**config.mk**
```make
export PLATFORM = sky130hd
export DESIGN_NAME = multicycle_ctrl
export DESIGN_NICKNAME = d
export VERILOG_FILES = /design/src/rtl/multicycle_ctrl.sv
export SDC_FILE = /design/constraint.sdc
export NUM_CORES = 1
export LEC_CHECK = 0
export CORE_MARGIN = 2
export CORE_UTILIZATION = 35
export DETAILED_ROUTE_END_ITERATION = 10
export PLACE_DENSITY = 0.71
export SLEW_MARGIN = 5
export SYNTH_ARGS = -nofsm -noshare
export SYNTH_HDL_FRONTEND = slang
export SYNTH_SLANG_ARGS = --single-unit
```
**constraint.sdc**
```tcl
create_clock -name clk -period 2.36 [get_ports clk]
set_clock_uncertainty 0.1 [all_clocks]
set_input_delay 0.708 -clock clk [delete_from_list [all_inputs] [get_ports clk]]
set_output_delay 0.708 -clock clk [all_outputs]
set_load 0.05 [all_outputs]
```
**src/rtl/multicycle_ctrl.sv**
```systemverilog
// Control FSM for the shared LEGv8 multicycle datapath. It walks each
// instruction through fetch/decode/execute/memory/write-back, drives all
// datapath enables and mux selects, and absorbs memory wait states through a
// req/ack handshake.
module multicycle_ctrl (
  input  logic        clk,
  input  logic        reset,
  input  logic [10:0] opcode,
  input  logic        zero,
  input  logic        mem_ack,
  output logic        mem_req,
  output logic        mem_we,
  output logic        iord,
  output logic        ir_write,
  output logic        mdr_write,
  output logic        pc_write,
  output logic        pc_src,
  output logic        reg_write,
  output logic        mem_to_reg,
  output logic        reg2loc,
  output logic        alu_src_a,
  output logic [1:0]  alu_src_b,
  output logic [1:0]  alu_op,
  output logic        illegal,
  output logic        retire,
  output logic [3:0]  state
);

  typedef enum logic [3:0] {
    FETCH   = 4'd0,
    DECODE  = 4'd1,
    MEMADR  = 4'd2,
    MEMRD   = 4'd3,
    LDWB    = 4'd4,
    MEMWR   = 4'd5,
    EXEC    = 4'd6,
    RWB     = 4'd7,
    BRANCH  = 4'd8,
    ILLEGAL = 4'd9
  } state_t;

  state_t cur, nxt;

  // Cleared asynchronously by reset and set on the first edge after release.
  // All outputs are gated by it, so outputs (mem_req included) drop the moment
  // reset asserts and the first request appears one cycle after release.
  logic active;

  logic is_ldur, is_stur, is_cbz, is_rtype;

  assign is_ldur  = (opcode == 11'b11111000010);
  assign is_stur  = (opcode == 11'b11111000000);
  assign is_cbz   = (opcode[10:3] == 8'b10110100);
  assign is_rtype = (opcode == 11'b10001011000) ||  // ADD
                    (opcode == 11'b11001011000) ||  // SUB
                    (opcode == 11'b10001010000) ||  // AND
                    (opcode == 11'b10101010000);    // ORR

  assign state = cur;

  // State register and run flag.
  always_ff @(posedge clk or negedge reset) begin
    if (!reset) begin
      cur    <= FETCH;
      active <= 1'b0;
    end else begin
      cur    <= nxt;
      active <= 1'b1;
    end
  end

  // Next-state and output decode; Moore except the ack-gated enables,
  // reg2loc and the branch pc_src.
  always_comb begin
    nxt        = cur;
    mem_req    = 1'b0;
    mem_we     = 1'b0;
    iord       = 1'b0;
    ir_write   = 1'b0;
    mdr_write  = 1'b0;
    pc_write   = 1'b0;
    pc_src     = 1'b0;
    reg_write  = 1'b0;
    mem_to_reg = 1'b0;
    reg2loc    = 1'b0;
    alu_src_a  = 1'b0;
    alu_src_b  = 2'b00;
    alu_op     = 2'b00;
    illegal    = 1'b0;
    retire     = 1'b0;

    if (!active) begin
      nxt = FETCH;
    end else begin
      case (cur)
        FETCH: begin
          mem_req  = 1'b1;
          ir_write = mem_ack;
          if (mem_ack) nxt = DECODE;
        end
        DECODE: begin
          alu_src_b = 2'b10;
          reg2loc   = is_stur | is_cbz;
          if (is_ldur || is_stur) nxt = MEMADR;
          else if (is_rtype)      nxt = EXEC;
          else if (is_cbz)        nxt = BRANCH;
          else                    nxt = ILLEGAL;
        end
        MEMADR: begin
          alu_src_a = 1'b1;
          alu_src_b = 2'b10;
          reg2loc   = is_stur;
          if (is_ldur)      nxt = MEMRD;
          else if (is_stur) nxt = MEMWR;
          else              nxt = ILLEGAL;
        end
        MEMRD: begin
          mem_req   = 1'b1;
          iord      = 1'b1;
          mdr_write = mem_ack;
          if (mem_ack) nxt = LDWB;
        end
        LDWB: begin
          reg_write  = 1'b1;
          mem_to_reg = 1'b1;
          pc_write   = 1'b1;
          retire     = 1'b1;
          nxt        = FETCH;
        end
        MEMWR: begin
          mem_req  = 1'b1;
          mem_we   = 1'b1;
          iord     = 1'b1;
          reg2loc  = 1'b1;
          pc_write = mem_ack;
          retire   = mem_ack;
          if (mem_ack) nxt = FETCH;
        end
        EXEC: begin
          alu_src_a = 1'b1;
          alu_op    = 2'b10;
          nxt       = RWB;
        end
        RWB: begin
          reg_write = 1'b1;
          pc_write  = 1'b1;
          retire    = 1'b1;
          nxt       = FETCH;
        end
        BRANCH: begin
          reg2loc  = 1'b1;
          alu_op   = 2'b01;
          pc_write = 1'b1;
          pc_src   = zero;
          retire   = 1'b1;
          nxt      = FETCH;
        end
        ILLEGAL: begin
          illegal = 1'b1;
          nxt     = ILLEGAL;
        end
        default: nxt = FETCH;
      endcase
    end
  end

endmodule

```
==> reports/qor.json, run 1 <==
{
  "clockRootBuffer": "sky130_fd_sc_hd__clkbuf_4",
  "num_rows": 16,
  "synth.top_cells.by_area": "sky130_fd_sc_hd__dfrtp_1 18%, sky130_fd_sc_hd__nor2b_1 4.4%, sky130_fd_sc_hd__buf_2 4.3%, sky130_fd_sc_hd__nand2_1 4.3%, sky130_fd_sc_hd__a21oi_1 3.6%",
  "synthesis.area_um2": 704,
  "placed_cell_area_um2": 1390,
  "yosysTopAreaCell": "sky130_fd_sc_hd__dfrtp_1",
  "grt_antenna_before_repair": 0,
  "dp_hpwl_mm": 1.86,
  "worst_endpoint": "reg2loc",
  "outcome": "stopped before the end",
  "synth_fp_nets": 108,
  "synth.yosys.seq_area_share_pct": 17.8,
  "cts_hold_buffers": 0,
  "endpoint_type": "top-level output",
  "cts.path.max_buffers": 2,
  "synth_flop_cell": "sky130_fd_sc_hd__dfrtp_1",
  "effective_utilization_at_floorplan_pct": 36.7,
  "ys_seq_elements": 5,
  "yosys_warnings": 0,
  "clock-sinks": 5,
  "die_w_um": 48.9,
  "firstError": "[ERROR DPL-0033] detailed placement checks failed during check placement.",
  "edff_count_synth": 0,
  "syn_area_per_cell_um2": 7.57,
  "port_buffers": 34,
  "grt_start_max_net_pins": 20,
  "postSynthCellCount": 93,
  "die_height_um": 48.9,
  "ys_async_sr_fraction_pct": 100,
  "globalplace.congestion": 0.865,
  "cts_inserted_buffers": 3,
  "htreeDepth": 1,
  "synth.most_common_cell": "sky130_fd_sc_hd__nand2_1",
  "post_synth_most_frequent_cells": "8 x sky130_fd_sc_hd__nand2_1, 6 x sky130_fd_sc_hd__buf_2",
  "synth_top_area_share_pct": 17.8,
  "io_pins": 36,
  "yosysUniqueCellTypes": 38,
  "last_stage": "global routing (5_1_grt)"
}
cells by family after synthesis:
| group | synth area share (%) |
|---|---|
| AND/OR/NAND/NOR | 43.7 |
| AO/OA/AOI/OAI | 23.8 |
| buffers and inverters | 8.53 |
| flip-flops | 17.8 |
| XOR/XNOR | 3.73 |
| other | 1.07 |
| multiplexers | 1.42 |
per-stage QoR:
stage | setup TNS [ns] | std cells | setup slack [ns]
4_1_cts | -0.647 | 204 | -0.316
3_3_place_gp | -1.86 | 165 | -0.718
2_1_floorplan | -1.27 | 93 | -0.203
3_5_place_dp | -2.02 | 165 | -0.782
timing repair:
item                       CTS
cloned                       0
setup endpoints to repair   13
gates resized for setup     75
buffers inserted            36
pin swaps                   14
==> inputs of run 2 (changes only) <==
CORE_AREA = 2 2 63 65   (was default)
CORE_MARGIN = default   (was 2)
CORE_UTILIZATION = default   (was 35)
DIE_AREA = 0 0 65 67   (was default)
PLACE_DENSITY = default   (was 0.71)
PLACE_DENSITY_LB_ADDON = 0.15   (was default)
clock period = 3.1 ns   (was 2.36 ns; I/O delays follow)
==> run 2 against run 1 <==
Synthesized cell count did not move. The flow now finishes, with violations (negative setup slack). Synthesized area did not move.
==> reports/qor.json, run 2 <==
{
  "port_buffers": 34,
  "synthesis.area_um2": 704,
  "place_worst_setup_slack_ns": -0.490,
  "critPathLaunchType": "primary input",
  "flow.area_growth_from_synthesis_pct": 87.2,
  "peakVddDrop_v": 0.000224,
  "hold_wc_path_type": "register to register",
  "drt-vias-per-instance": 4.56,
  "data_required_time_at_the_worst_endpoint_ns": 2.07,
  "die-area_um2": 4360,
  "final_period_util_pct": 101,
  "final-setup-viol-count": 1,
  "finish.instance_area_um2": 1320,
  "maxSlewViolCount": 0,
  "layout.filler_cells": 373,
  "die_height_um": 67,
  "fmaxAchievable_mhz": 319,
  "grt_antenna_before_repair": 0,
  "core-area_um2": 3610,
  "grt.overflow.total": 0,
  "placed_cell_area_um2": 1220,
  "num_rows": 22,
  "die_w_um": 65,
  "power_leakage_nw": 0.561,
  "worst-slew-pin-transition_ns": 0.550,
  "average_wire_per_standard_cell_um": 13.2,
  "post_synth_most_frequent_cells": "8 x sky130_fd_sc_hd__nand2_1, 6 x sky130_fd_sc_hd__buf_2",
  "grt_start_max_net_pins": 17,
  "yosys_warnings": 0,
  "synth_fp_nets": 108,
  "htreeDepth": 1,
  "via_count_of_the_first_global_routing_pass": 872,
  "worst_skew_pair.late_latency_ns": 0.22,
  "synth.yosys.seq_area_share_pct": 17.8,
  "stdcell_count": 185,
  "timing_hold_violations_final": 0,
  "worst_setup_path_end_kind": "primary output",
  "layout_common_cells": "21 x sky130_fd_sc_hd__buf_4, 9 x sky130_fd_sc_hd__buf_12, 8 x sky130_fd_sc_hd__nand2_1",
  "ys_seq_elements": 5,
  "ys_async_sr_fraction_pct": 100,
  "syn_area_per_cell_um2": 7.57,
  "synth_flop_cell": "sky130_fd_sc_hd__dfrtp_1",
  "cap_viol_max_count": 0,
  "dpl.cell_count": 178,
  "cts_inserted_buffers": 3,
  "finalWirelength_mm": 2.44,
  "period_needed_ns": 3.14,
  "cts.reportedPaths.clkPinSlew_ns": 0.03,
  "groute.usage.overall_pct": 11.5,
  "yosysTopAreaCell": "sky130_fd_sc_hd__dfrtp_1",
  "antenna_cells_inserted": 0,
  "clock-sinks": 5,
  "drtPass1Iterations": 5,
  "post-layout-total-power_mw": 0.425,
  "grt_first_pass_wirelength_mm": 3.97,
  "critical_path_arrival_ns": 2.11,
  "synth.top_cells.by_area": "sky130_fd_sc_hd__dfrtp_1 18%, sky130_fd_sc_hd__nor2b_1 4.4%, sky130_fd_sc_hd__buf_2 4.3%, sky130_fd_sc_hd__nand2_1 4.3%, sky130_fd_sc_hd__a21oi_1 3.6%",
  "cts.path.max_buffers": 2,
  "outcome": "finished, violations left",
  "postSynthCellCount": 93,
  "effective_utilization_at_floorplan_pct": 19.5,
  "clockRootBuffer": "sky130_fd_sc_hd__clkbuf_8",
  "cts_tree": "done",
  "fraction_of_layout_cells_with_a_size_suffix_above_1_pct": 39.4,
  "timing.setup.critical_path_class": "primary input to primary output",
  "globalplace.congestion": 0.862,
  "grt_setup_unrepaired": "yes",
  "nets": 153,
  "cts_hold_buffers": 0,
  "vias": 843,
  "flip_flop_count_of_the_largest_register_all_copies_and_words_added": 4,
  "synth_top_area_share_pct": 17.8,
  "route.detailed.drc": 0,
  "most_common_library_cell_in_the_layout_ignoring_fill_and_taps": "sky130_fd_sc_hd__buf_4",
  "p_per_cell_area_nw_per_um2": 322,
  "failed_checks": "negative setup slack",
  "synth.most_common_cell": "sky130_fd_sc_hd__nand2_1",
  "setup_ws_ns": -0.0361,
  "postRouteAntennaNets": 0,
  "io_pins": 36,
  "dp_hpwl_mm": 1.82,
  "hold_slack_ns": 0.567,
  "edff_count_synth": 0,
  "dr.first_iter.drc_count": 26,
  "relSlewSlack_pct": 63.4,
  "critical_path_peak_fanout": 2,
  "yosysUniqueCellTypes": 38
}
[run 2: worst paths after layout]
kind | end | start | depth (start not counted) | slack (ns)
worst min register to register | state[0] | active | 2 | 0.57
worst max register to register | state[0] | state[2] | 4 | 1.32
worst max-delay path | reg2loc | opcode[0] | 6 | -0.04
worst min-delay path | state[0] | active | 2 | 0.57
max in group asynchronous | state[1] | reset | 1 | 1.89
min in group asynchronous | state[2] | reset | 1 | 0.83
[run 2: cells by family (layout without fill, tap and decap cells)]
group / Yosys count / after routing / synth area share [%]
multiplexers: 1 / 1 / 1.42
AND/OR/NAND/NOR: 48 / 48 / 43.7
other: 2 / 2 / 1.07
XOR/XNOR: 3 / 3 / 3.73
buffers and inverters: 11 / 55 / 8.53
AO/OA/AOI/OAI: 23 / 23 / 23.8
flip-flops: 5 / 5 / 17.8
[run 2: final cells by class]
type	count	area [um2]	share of cell area, %
clock buffers	4	45.0	3.42
inverters	2	7.51	0.569
multi-input cells	77	577	43.7
flip-flops and latches	5	125	9.49
well taps	48	60.1	4.55
repair buffers	49	504	38.2
[run 2: metal layers]
metal | GRT usage (%) | share of wire [%] | wire length, um | vias to the layer above
li1 | - | - | - | 421
met1 | 14.8 | 47 | 1150 | 402
met2 | 19.8 | 49 | 1190 | 20
met3 | 1.18 | 3.8 | 92 | 0
met4 | 3.99 | 0 | 0 | 0
met5 | 0 | 0 | 0 | -
[run 2: timing repair]
action                     CTS  global route
setup endpoints to repair    5             3
pin swaps                    7             4
gates resized for setup     43             0
buffers inserted             3             0
cloned                       0             0
[run 2: stage by stage]
| stage | utilization, % | TNS [ns] |
|---|---|---|
| 3_5_place_dp | 34.0 | -0.781 |
| 2_1_floorplan | - | -0.537 |
| 6_report | 36.6 | -0.0361 |
| 4_1_cts | 36.6 | -0.0295 |
| 3_3_place_gp | 34.0 | -0.708 |
| 5_1_grt | 36.6 | -0.153 |
[run 2: power breakdown]
| group | switching, mW | internal [mW] |
|---|---|---|
| combinational | 0.126 | 0.0935 |
| sequential | 0.0180 | 0.0707 |
| clock | 0.0293 | 0.0880 |
| total | 0.173 | 0.252 |
[run 2: critical path: stages]
cell and delay (ns):
sky130_fd_sc_hd__buf_6 0.09, sky130_fd_sc_hd__nor4b_4 0.31, sky130_fd_sc_hd__a32oi_2 0.18, sky130_fd_sc_hd__nor4b_4 0.23
sky130_fd_sc_hd__o21a_1 0.21, sky130_fd_sc_hd__buf_12 0.14
No activity file was read; power rests on OpenSTA's default activity.
==> inputs of run 3 (changes only) <==
CAP_MARGIN = 20   (was default)
clock period = 2.6 ns   (was 3.1 ns; I/O delays follow)
==> run 3 against run 2 <==
The flow still finishes with violations (negative setup slack). Global-route usage grew 0.44 points. Power grew 30%. Routed wire length shrank 1.2%. Non-clock buffer count grew 7. Sequential share of layout area shrank 0.96 points. Critical path type unchanged. Largest cell class is now buffers.
==> reports/qor.json, run 3 (synthesis gave the netlist of run 2 again) <==
{
  "outcome": "finished, violations left",
  "failed_checks": "negative setup slack",
  "critical_path.reg2reg.startpoint": "state[1]",
  "die-area_um2": 4360,
  "grt_antenna_before_repair": 0,
  "postRouteAntennaNets": 0,
  "hold_start": "active",
  "peakVddDrop_v": 0.000268,
  "most_common_library_cell_in_the_layout_ignoring_fill_and_taps": "sky130_fd_sc_hd__buf_4",
  "die_height_um": 67,
  "maxSlewViolCount": 0,
  "cts.reportedPaths.clkPinSlew_ns": 0.03,
  "final-setup-viol-count": 1,
  "cap_viol_max_count": 0,
  "critPathLaunchType": "primary input",
  "hold_path_end": "state[0]",
  "fmaxAchievable_mhz": 367,
  "data_required_time_at_the_worst_endpoint_ns": 1.72,
  "worst_skew_pair.late_latency_ns": 0.22,
  "core-area_um2": 3610,
  "min_delay_path_depth": 2,
  "crit_path_cell_trace": "buf_6 > nor4b_4 > a32oi_1 > nor4b_2 > o21a_2 > buf_12",
  "hold_wc_path_type": "register to register",
  "timing.setup.critical_path_class": "primary input to primary output",
  "final_period_util_pct": 105,
  "power_frac_comb_pct": 56.2,
  "p_per_cell_area_nw_per_um2": 365,
  "grt_setup_unrepaired": "yes",
  "clock_power_share_pct": 25.0,
  "fraction_of_layout_cells_with_a_size_suffix_above_1_pct": 52.1,
  "timing_hold_violations_final": 0,
  "critical_path_arrival_ns": 1.85,
  "cts_tree": "done",
  "timing.reg2reg.worst_path_depth": 5,
  "cts_hold_buffers": 0,
  "cp.buffers_inverters": 2,
  "power.sequential.fraction_pct": 18.8,
  "layout.filler_cells": 361,
  "route.detailed.drc": 0,
  "dp_hpwl_mm": 1.85,
  "sw_frac_of_total_pct": 38.9,
  "drtPass1Iterations": 4,
  "critical_path.reg2reg.endpoint": "state[2]",
  "groute.usage.overall_pct": 11.9,
  "placed_cell_area_um2": 1400,
  "critical_path_peak_fanout": 2,
  "drt-vias-per-instance": 4.56,
  "cpMaxStageDelayCell": "sky130_fd_sc_hd__nor4b_4",
  "htreeDepth": 1,
  "globalplace.congestion": 0.772,
  "dr.first_iter.drc_count": 27,
  "grt_start_max_net_pins": 19,
  "clockRootBuffer": "sky130_fd_sc_hd__clkbuf_8",
  "via_count_of_the_first_global_routing_pass": 881,
  "layout_common_cells": "22 x sky130_fd_sc_hd__buf_4, 18 x sky130_fd_sc_hd__buf_12, 7 x sky130_fd_sc_hd__nand2_1",
  "critical-path-top-delay-family": "simple AND/OR/NAND/NOR gates",
  "cts.path.max_buffers": 2,
  "antenna_cells_inserted": 0,
  "rrSetupSlack_ns": 0.88,
  "timing.critical_path.slowest_cell_delay_ns": 0.29,
  "period_needed_ns": 2.73,
  "fin_tns_setup_ns": -0.129,
  "vias": 876,
  "relSlewSlack_pct": 66.8,
  "worst_setup_path_end_kind": "primary output",
  "port_buffers": 34,
  "grt_first_pass_wirelength_mm": 4.11,
  "grt.overflow.total": 0,
  "switching_power_mw": 0.215,
  "clock-sinks": 5,
  "nets": 160,
  "post-route-util_pct": 41.9,
  "average_wire_per_standard_cell_um": 12.6,
  "finish.instance_area_um2": 1510,
  "power_report.internal_total_mw": 0.337,
  "cts_inserted_buffers": 3,
  "effective_utilization_at_floorplan_pct": 19.5,
  "io_pins": 36,
  "setup_ws_ns": -0.129,
  "flow.area_growth_from_synthesis_pct": 115,
  "worst-slew-pin-transition_ns": 0.496,
  "power_leakage_nw": 0.619,
  "flip_flop_count_of_the_largest_register_all_copies_and_words_added": 4,
  "num_rows": 22,
  "die_w_um": 65,
  "finalWirelength_mm": 2.41
}
run 3: changes by cell type in the layout (fill, tap and decap cells not counted), moves of 3 or more:
cell / delta
sky130_fd_sc_hd__dfrtp_2: +3
sky130_fd_sc_hd__buf_12: +9
sky130_fd_sc_hd__dfrtp_1: -3
sky130_fd_sc_hd__nor2_1: -3
sky130_fd_sc_hd__clkdlybuf4s50_1: -3
sky130_fd_sc_hd__nor2_2: +3
run 3: worst max path at each step:
stage	startpoint	end	slack [ns]	depth (start not counted)
finish	opcode[0]	reg2loc	-0.13	6
global route	opcode[0]	reg2loc	-0.21	6
CTS	opcode[2]	reg2loc	-0.20	6
detailed placement	opcode[5]	reg2loc	-0.62	6
global placement	opcode[5]	reg2loc	-0.57	6
floorplan	state[1]	pc_src	-0.17	4
run 3: stage by stage:
stage          std cells  hold WS, ns  setup WS, ns  total power [mW]
2_1_floorplan         93        0.384        -0.167             0.267
3_5_place_dp         181        0.570        -0.621             0.399
4_1_cts              188        0.588        -0.196             0.544
3_3_place_gp         181        0.578        -0.569             0.399
6_report             192        0.582        -0.129             0.552
5_1_grt              192        0.642        -0.211             0.587
run 3: area by class of cell:
| class | count | area, um2 | share of cell area, % |
|---|---|---|---|
| multi-input cells | 77 | 607 | 40.1 |
| flip-flops and latches | 5 | 129 | 8.53 |
| repair buffers | 56 | 663 | 43.9 |
| clock buffers | 4 | 45.0 | 2.98 |
| inverters | 2 | 7.51 | 0.497 |
| well taps | 48 | 60.1 | 3.97 |
run 3: routing by layer:
layer	vias to the layer above	global-route usage [%]	wire, um
li1	441	-	-
met1	401	15.5	1060
met3	0	2.36	173
met5	-	0	0
met4	0	3.19	0
met2	34	20.0	1170
run 3: worst reg2reg max path, delay by kind of cell, from the launching register on:
kind,cells,cell delay [ns]
flops,1,0.46
compound gates,2,0.43
simple gates,2,0.44
buf+inv,1,0.19
run 3: power groups by stage:
stage / sequential (mW) / combinational (mW) / clock, mW
after floorplan: 0.110 / 0.157 / 0
after global placement: 0.105 / 0.293 / 0
after detailed placement: 0.106 / 0.292 / 0
after CTS: 0.106 / 0.294 / 0.143
after global routing: 0.106 / 0.329 / 0.152
final: 0.104 / 0.310 / 0.138
run 3: what timing repair did:
action / in CTS / in global routing
endpoints found under the setup margin: 5 / 4
buffers inserted: 3 / 4
pin swaps: 7 / 5
resized for setup: 38 / 3
==> inputs of run 4 (changes only) <==
ABC_CLOCK_PERIOD_IN_PS = 2600   (was default)
==> results of run 4 <==
Final layout, timing and power as in run 3 (identical DEF).
